==> src/rtl/tdm_pkg.sv <==
// Shared definitions for the 4-slot TDM link (receive demux and future transmit mux).
package tdm_pkg;

    typedef enum logic [0:0] {
        ST_HUNT = 1'b0,
        ST_LOCK = 1'b1
    } tdm_state_e;

    localparam logic [1:0] SLOT_A = 2'd0;
    localparam logic [1:0] SLOT_B = 2'd1;
    localparam logic [1:0] SLOT_C = 2'd2;
    localparam logic [1:0] SLOT_D = 2'd3;

    localparam int unsigned TDM_CH = 4;

endpackage

==> src/rtl/tdm_slot_ctr.sv <==
// 2-bit slot index counter; clr has priority over load1, load1 over inc.
module tdm_slot_ctr
    import tdm_pkg::*;
(
    input  logic       clk,
    input  logic       rst_n,
    input  logic       clr,
    input  logic       load1,
    input  logic       inc,
    output logic [1:0] slot
);

    always_ff @(posedge clk or negedge rst_n) begin
        if (!rst_n) begin
            slot <= SLOT_A;
        end else if (clr) begin
            slot <= SLOT_A;
        end else if (load1) begin
            slot <= SLOT_B;
        end else if (inc) begin
            slot <= slot + 2'd1;
        end
    end

endmodule

==> src/rtl/demux14_tdm.sv <==
// Four-slot TDM receive demux: frames on fsync, collects slots a..d, and
// publishes them together as one aligned frame.
module demux14_tdm
    import tdm_pkg::*;
#(
    parameter int unsigned W        = 1,
    parameter int unsigned MISS_MAX = 2
) (
    input  logic         clk,
    input  logic         rst_n,
    input  logic [W-1:0] din,
    input  logic         din_vld,
    input  logic         fsync,
    output logic [W-1:0] ya,
    output logic [W-1:0] yb,
    output logic [W-1:0] yc,
    output logic [W-1:0] yd,
    output logic         frame_vld,
    output logic         locked,
    output logic [1:0]   slot,
    output logic         sync_err
);

    localparam logic [2:0] MissLimit = 3'(MISS_MAX);

    tdm_state_e   state_q, state_d;
    logic [2:0]   miss_q, miss_d;
    logic [W-1:0] sh0_q, sh0_d;
    logic [W-1:0] sh1_q, sh1_d;
    logic [W-1:0] sh2_q, sh2_d;
    logic         frame_d;
    logic         err_d;
    logic         ctr_clr;
    logic         ctr_load1;
    logic         ctr_inc;

    tdm_slot_ctr u_slot_ctr (
        .clk   (clk),
        .rst_n (rst_n),
        .clr   (ctr_clr),
        .load1 (ctr_load1),
        .inc   (ctr_inc),
        .slot  (slot)
    );

    always_comb begin
        state_d   = state_q;
        miss_d    = miss_q;
        sh0_d     = sh0_q;
        sh1_d     = sh1_q;
        sh2_d     = sh2_q;
        frame_d   = 1'b0;
        err_d     = 1'b0;
        ctr_clr   = 1'b0;
        ctr_load1 = 1'b0;
        ctr_inc   = 1'b0;

        if (din_vld) begin
            unique case (state_q)
                ST_HUNT: begin
                    if (fsync) begin
                        sh0_d     = din;
                        ctr_load1 = 1'b1;
                        miss_d    = 3'd0;
                        state_d   = ST_LOCK;
                    end
                end
                ST_LOCK: begin
                    if (slot == SLOT_A) begin
                        if (fsync) begin
                            sh0_d     = din;
                            ctr_load1 = 1'b1;
                            miss_d    = 3'd0;
                        end else if (miss_q + 3'd1 == MissLimit) begin
                            state_d = ST_HUNT;
                            ctr_clr = 1'b1;
                            miss_d  = 3'd0;
                        end else begin
                            sh0_d     = din;
                            ctr_load1 = 1'b1;
                            miss_d    = miss_q + 3'd1;
                        end
                    end else if (fsync) begin
                        // Early marker: drop the partial frame and restart at slot 0.
                        err_d     = 1'b1;
                        sh0_d     = din;
                        ctr_load1 = 1'b1;
                        miss_d    = 3'd0;
                    end else begin
                        case (slot)
                            SLOT_B: begin
                                sh1_d   = din;
                                ctr_inc = 1'b1;
                            end
                            SLOT_C: begin
                                sh2_d   = din;
                                ctr_inc = 1'b1;
                            end
                            default: begin
                                frame_d = 1'b1;
                                ctr_clr = 1'b1;
                            end
                        endcase
                    end
                end
                default: state_d = ST_HUNT;
            endcase
        end
    end

    always_ff @(posedge clk or negedge rst_n) begin
        if (!rst_n) begin
            state_q   <= ST_HUNT;
            miss_q    <= 3'd0;
            sh0_q     <= '0;
            sh1_q     <= '0;
            sh2_q     <= '0;
            ya        <= '0;
            yb        <= '0;
            yc        <= '0;
            yd        <= '0;
            frame_vld <= 1'b0;
            sync_err  <= 1'b0;
        end else begin
            state_q   <= state_d;
            miss_q    <= miss_d;
            sh0_q     <= sh0_d;
            sh1_q     <= sh1_d;
            sh2_q     <= sh2_d;
            frame_vld <= frame_d;
            sync_err  <= err_d;
            if (frame_d) begin
                ya <= sh0_q;
                yb <= sh1_q;
                yc <= sh2_q;
                yd <= din;
            end
        end
    end

    assign locked = (state_q == ST_LOCK);

endmodule

==> config.mk <==
export PLATFORM = sky130hd
export DESIGN_NAME = demux14_tdm
export DESIGN_NICKNAME = d
export VERILOG_FILES = /design/src/rtl/tdm_pkg.sv /design/src/rtl/tdm_slot_ctr.sv /design/src/rtl/demux14_tdm.sv
export SDC_FILE = /design/constraint.sdc
export NUM_CORES = 1
export LEC_CHECK = 0
export CAP_MARGIN = 0
export CORE_MARGIN = 5
export CORE_UTILIZATION = 50
export DETAILED_ROUTE_END_ITERATION = 8
export PLACE_DENSITY = 0.84
export SLEW_MARGIN = 0
export SYNTH_ARGS = -nofsm -noshare
export SYNTH_HDL_FRONTEND = slang
export SYNTH_SLANG_ARGS = --single-unit
==> constraint.sdc <==
create_clock -name clk -period 4 [get_ports clk]
set_clock_uncertainty 0.2 [all_clocks]
set_input_delay 0.4 -clock clk [delete_from_list [all_inputs] [get_ports clk]]
set_output_delay 0.4 -clock clk [all_outputs]
set_load 0.05 [all_outputs]
After elaboration in Yosys (flattened, before gate mapping)

Cells that the tools add are included.

Add/sub/neg operators: 2
Multiply operators: 0
Div/mod/pow operators: 0
Order comparisons: 0
Equal/unequal tests: 4
Shift-type cells: 0
Muxes and demuxes: 39
Bitwise gates (word level): 3
Reduce and logical (&&, ||, !) cells: 6

Operators with widths:

| operator              | number |
|---|---|
| $mux W1               | 28 |
| $mux W3               | 4 |
| $reduce_and A5 Y1     | 2 |
| $mux W2               | 3 |
| $pmux W1 S2           | 3 |
| $pmux W3 S2           | 1 |
| $ne A4 B4 Y1 const B  | 1 |
| $add A3 B1 Y3 const B | 1 |
| $eq A3 B2 Y1 const B  | 1 |
| $not A1 Y1            | 3 |
| $reduce_bool A3 Y1    | 1 |
| $add A2 B1 Y2 const B | 1 |
| $eq A2 B1 Y1 const B  | 1 |
| $eq A2 B2 Y1 const B  | 1 |
| $logic_not A2 Y1      | 1 |
| $reduce_and A2 Y1     | 1 |
| $reduce_or A2 Y1      | 1 |

Register bits after elaboration: 15
Latch bits: 0
Bits in writable memories: 0
Bits in read-only memories: 0
Input port bits: 5
Output and inout bits: 9
Word-level logic and storage cells: 66
Memories kept: 0

Logic depth before layout (Yosys ltp)

Word-level depth: 10
Depth in mapped cells: 5
Mapped depth without buffers: 5

Modules after synthesis

Synthesis repeated with hierarchy kept, for this count alone.

Cell total of the unflattened synthesis: 68
Area, all modules: 823.3 µm²

Modules (own cells, without submodules):

| module       | times used | cells each | area each (µm²) | seq. area each (µm²) |
|---|---|---|---|---|
| demux14_tdm  | 1          | 60         | 725.7           | 325.3 |
| tdm_slot_ctr | 1          | 8          | 97.6            | 50.0 |

Worst setup path after synthesis

Ideal clock, no wire load.

Kind: reg2reg
From: register u_slot_ctr.slot[0]
To: register yd
Setup time: 0.125 ns
Arrival: 1.866 ns
Data required time: 3.675 ns
Slack: 1.810 ns
Stages on the path, launching flop included: 6
Buffers on the path: 0
Period minus slack after synthesis: 2.190 ns
Path through: dfrtp_1 > inv_1 > ha_1 > nand3b_1 > nor3_4 > mux2_2

Word-level cells in the longest chain between the ends: 7
Elaborated cells between the ends (all ways): 9
Those cells by class: eq/ne: 2; mux: 5; reduce/logical: 2

RTL lines:

| item                                         | line               | RTL |
|---|---|---|
| start: declaration                           | tdm_slot_ctr.sv:10 | `output logic [1:0] slot` |
| start signal: assignment                     | tdm_slot_ctr.sv:21 | `slot <= slot + 2'd1;` |
| $eq A2 B2 Y1 or $eq A2 B1 Y1 (tied branches) | demux14_tdm.sv:90  | `case (slot)` |
| $reduce_or A2 Y1 (no source line)            | n/a                |  |
| $mux W1                                      | demux14_tdm.sv:90  |  |
| $mux W1                                      | demux14_tdm.sv:83  | `end else if (fsync) begin` |
| $mux W1 (*)                                  | demux14_tdm.sv:69  | `if (slot == SLOT_A) begin` |
| $mux W1 (*)                                  | demux14_tdm.sv:59  | `unique case (state_q)` |
| $mux W1 (*)                                  | demux14_tdm.sv:58  | `if (din_vld) begin` |
| net frame_d                                  | demux14_tdm.sv:31  | `logic frame_d;` |
| end signal: assignment                       | demux14_tdm.sv:136 | `yd <= din;` |
| end: declaration                             | demux14_tdm.sv:17  | `output logic [W-1:0] yd,` |

Mark *: on every way through the listed nets, which the timed path passes. The rest lies on a longest branch.
A chain may end at the register's enable or synchronous reset.

Worst setup path in the final report

From: register state_q (netlist: locked)
To: output port locked

RTL lines:

| item                     | line               | RTL |
|---|---|---|
| start: declaration       | demux14_tdm.sv:26  | `tdm_state_e state_q, state_d;` |
| start signal: assignment | demux14_tdm.sv:125 | `state_q <= state_d;` |
| end: declaration         | demux14_tdm.sv:19  | `output logic locked,` |

No word-level cell between the ends.

==> impl_metrics.json <==
{
  "hold_viol": 0,
  "vias": 581,
  "utilization_pct": 63.11,
  "r2r_end": "yc",
  "drt_iter0_markers": 7,
  "cts_tree": "built",
  "synthDistinctLibCells": 26,
  "crit_type": "register to primary output",
  "r2r_slack_ps": 1940,
  "grt_max_degree": 16,
  "p_leak_nw": 0.4117,
  "grt_overflow": 0,
  "dieArea_um2": 2430,
  "final_max_slew_viol_count": 0,
  "critical_path_arrival_ps": 1670,
  "cts-root-buf": "clkbuf_4",
  "viasPerCell": 5.990,
  "core_area_um2": 1489,
  "ctsHtreeMaxLevel": 1,
  "timing.final.crit_share_pct": 56.68,
  "worst-path-max-fanout": 9,
  "path_buf_inv": 1,
  "synthCells": 66,
  "grt_first_pass_wirelength_um": 2697,
  "place.gp.congestion": 0.7581,
  "regToRegStartpoint": "u_slot_ctr.slot[0]",
  "fin_nets": 92,
  "drt_first_pass_iters": 4,
  "hold_slack_ps": 304.2,
  "antenna_found_initial": 0,
  "status": "finished, final reports clean",
  "tightest_slew_ps": 665.7,
  "fmax_mhz": 441.1,
  "n_antenna_cell": 0,
  "synth_warnings": 0,
  "drive_above_1_share_pct": 17.28,
  "setup_viol": 0,
  "cts_sinks": 15,
  "yosysSeqAreaShare_pct": 48.62,
  "final_cell_mix": "15 x dfrtp_1, 13 x clkdlybuf4s50_1, 6 x mux2_2",
  "peakVddDrop_v": 0.0004534,
  "synth_area_um2": 772.0,
  "setup_tns_ps": 0,
  "hold_buffers": 0,
  "cts-buffers-inserted": 3,
  "yosys_register_bits": 15,
  "syn_nets": 76,
  "postCtsSetupRepairBufs": 0,
  "hp-class": "input pin to asynchronous set/reset pin",
  "grt_pass1_vias": 555,
  "clk_pin_slew_worst_paths_ps": 100,
  "insertion_delay_ps": 290,
  "hpwl_um": 1116,
  "crit_slowest_cell": "clkdlybuf4s50_1",
  "area.growth.synth_to_final_pct": 21.72,
  "cellPowerDensity_nw_per_um2": 851.3,
  "port_buffers": 13,
  "drtAntennaViolNets": 0,
  "fp.dieW_um": 49.30,
  "postCtsResizedCells": 0,
  "required_ps": 3400,
  "std_cell_rows": 14,
  "boundaryPins": 14,
  "reg2regPathDepth": 5,
  "drv_cap": 0,
  "wl_per_cell_um": 16.45,
  "worstSetupStartpointType": "register",
  "final_common_cell": "dfrtp_1",
  "fillers": 114,
  "critical_path.cell_chain": "clkdlybuf4s50_1",
  "grt.total_usage_pct": 14.97,
  "syn_avg_cell_area_um2": 11.70,
  "wirelength_um": 1596,
  "die_h_um": 49.30,
  "end_kind": "primary output",
  "cpLargestDelayFamily": "buffers and inverters",
  "slew_headroom_pct": 55.48,
  "slowest_delay_ps": 860,
  "drc": 0,
  "post-route-min-period_ps": 2267,
  "grt_setup_unrepaired": "no",
  "clk_path_buf_depth": 2,
  "start_util_pct": 51.85
}
-- flip-flops by register name, indices dropped and copies added (netlist names) --
name and flops:
sh1_q 1, miss_q 3, sync_err 1, yc 1, locked 1, yb 1, sh0_q 1, yd 1
sh2_q 1, ya 1, u_slot_ctr.slot 2, frame_vld 1
-- layer usage --
metal	track usage (%)	part of all wire, %	wire length, µm	vias up
met4	6.726	2.4	38	0
met2	23.18	49	787	21
met1	18.88	42	672	278
li1	-	-	-	277
met3	4.587	6.1	97	5
met5	0	0	0	-
-- cells in the mapped netlist --
cell / number / share of area, %
nor4_1: 1 / 0.81
buf_2: 2 / 1.3
a2bb2oi_1: 2 / 2.3
o31ai_1: 2 / 1.9
nor2b_1: 1 / 0.81
xor2_1: 3 / 3.4
a21oi_1: 3 / 1.9
nand2_1: 5 / 2.4
xnor2_1: 1 / 1.1
o22ai_1: 1 / 0.81
nand3b_1: 1 / 0.97
nor3_4: 1 / 2.1
dfrtp_1: 15 / 49
o32ai_1: 1 / 1.1
nor2_1: 1 / 0.49
and2_1: 1 / 0.81
and3b_2: 2 / 2.6
and4bb_2: 1 / 1.6
mux2_2: 6 / 8.8
inv_1: 4 / 1.9
a211oi_1: 3 / 2.9
nor3_1: 1 / 0.65
nand3_1: 1 / 0.65
a21o_1: 1 / 0.97
nand4_1: 1 / 0.81
ha_1: 5 / 8.1
-- worst register-to-register path, cell delays in order, from the launching register on --
cell and delay, ps:
dfrtp_1 450, inv_1 100, ha_1 290, nand3b_1 270, nor3_4 270, mux2_2 380
-- worst max-delay path by stage --
stage                       startpoint     end  slack (ps)  cells past startpoint
floorplan           u_slot_ctr.slot[0]      yd        1810                      5
global placement               din_vld      ya        1730                      4
detailed placement             din_vld      ya        1660                      4
CTS                             locked  locked        1740                      1
global route                    locked  locked        1670                      1
finish                          locked  locked        1730                      1
-- area by class of cell --
cell class | instances | area [µm²] | area share [%]
flip-flops and latches | 15 | 375.4 | 39.95
clock inverters | 1 | 5.005 | 0.5326
repair buffers | 13 | 130.1 | 13.85
clock buffers | 3 | 22.52 | 2.397
well taps | 16 | 20.02 | 2.130
inverters | 4 | 15.01 | 1.598
multi-input cells | 45 | 371.6 | 39.55
-- cells by family (layout without fill, tap and decap cells) --
group / Yosys count / after routing / synth area share (%)
adder cells (fa/ha/maj): 5 / 5 / 8.104
AO/OA/AOI/OAI: 13 / 13 / 11.99
flip-flops: 15 / 15 / 48.62
AND/OR/NAND/NOR: 17 / 17 / 14.75
XOR/XNOR: 4 / 4 / 4.539
buffers and inverters: 6 / 21 / 3.241
multiplexers: 6 / 6 / 8.751
-- where the power goes --
group | leakage [nW] | internal [mW] | switching, mW | total, mW
Clock | 0.0177 | 0.0372 | 0.0532 | 0.0904
Combinational | 0.207 | 0.175 | 0.270 | 0.445
Sequential | 0.187 | 0.215 | 0.0501 | 0.265
Total | 0.412 | 0.427 | 0.373 | 0.800
-- through the flow --
step / setup slack, ps / power, mW / cells / area [µm²]
3_5_place_dp: 1663 / 0.7100 / 93 / 912.1
6_report: 1733 / 0.7999 / 97 / 939.7
5_1_grt: 1672 / 0.8517 / 97 / 939.7
2_1_floorplan: 1810 / 0.5765 / 66 / 772.0
4_1_cts: 1736 / 0.8025 / 97 / 939.7
3_3_place_gp: 1725 / 0.6915 / 93 / 912.1
No activity file was read; power rests on OpenSTA's default activity.
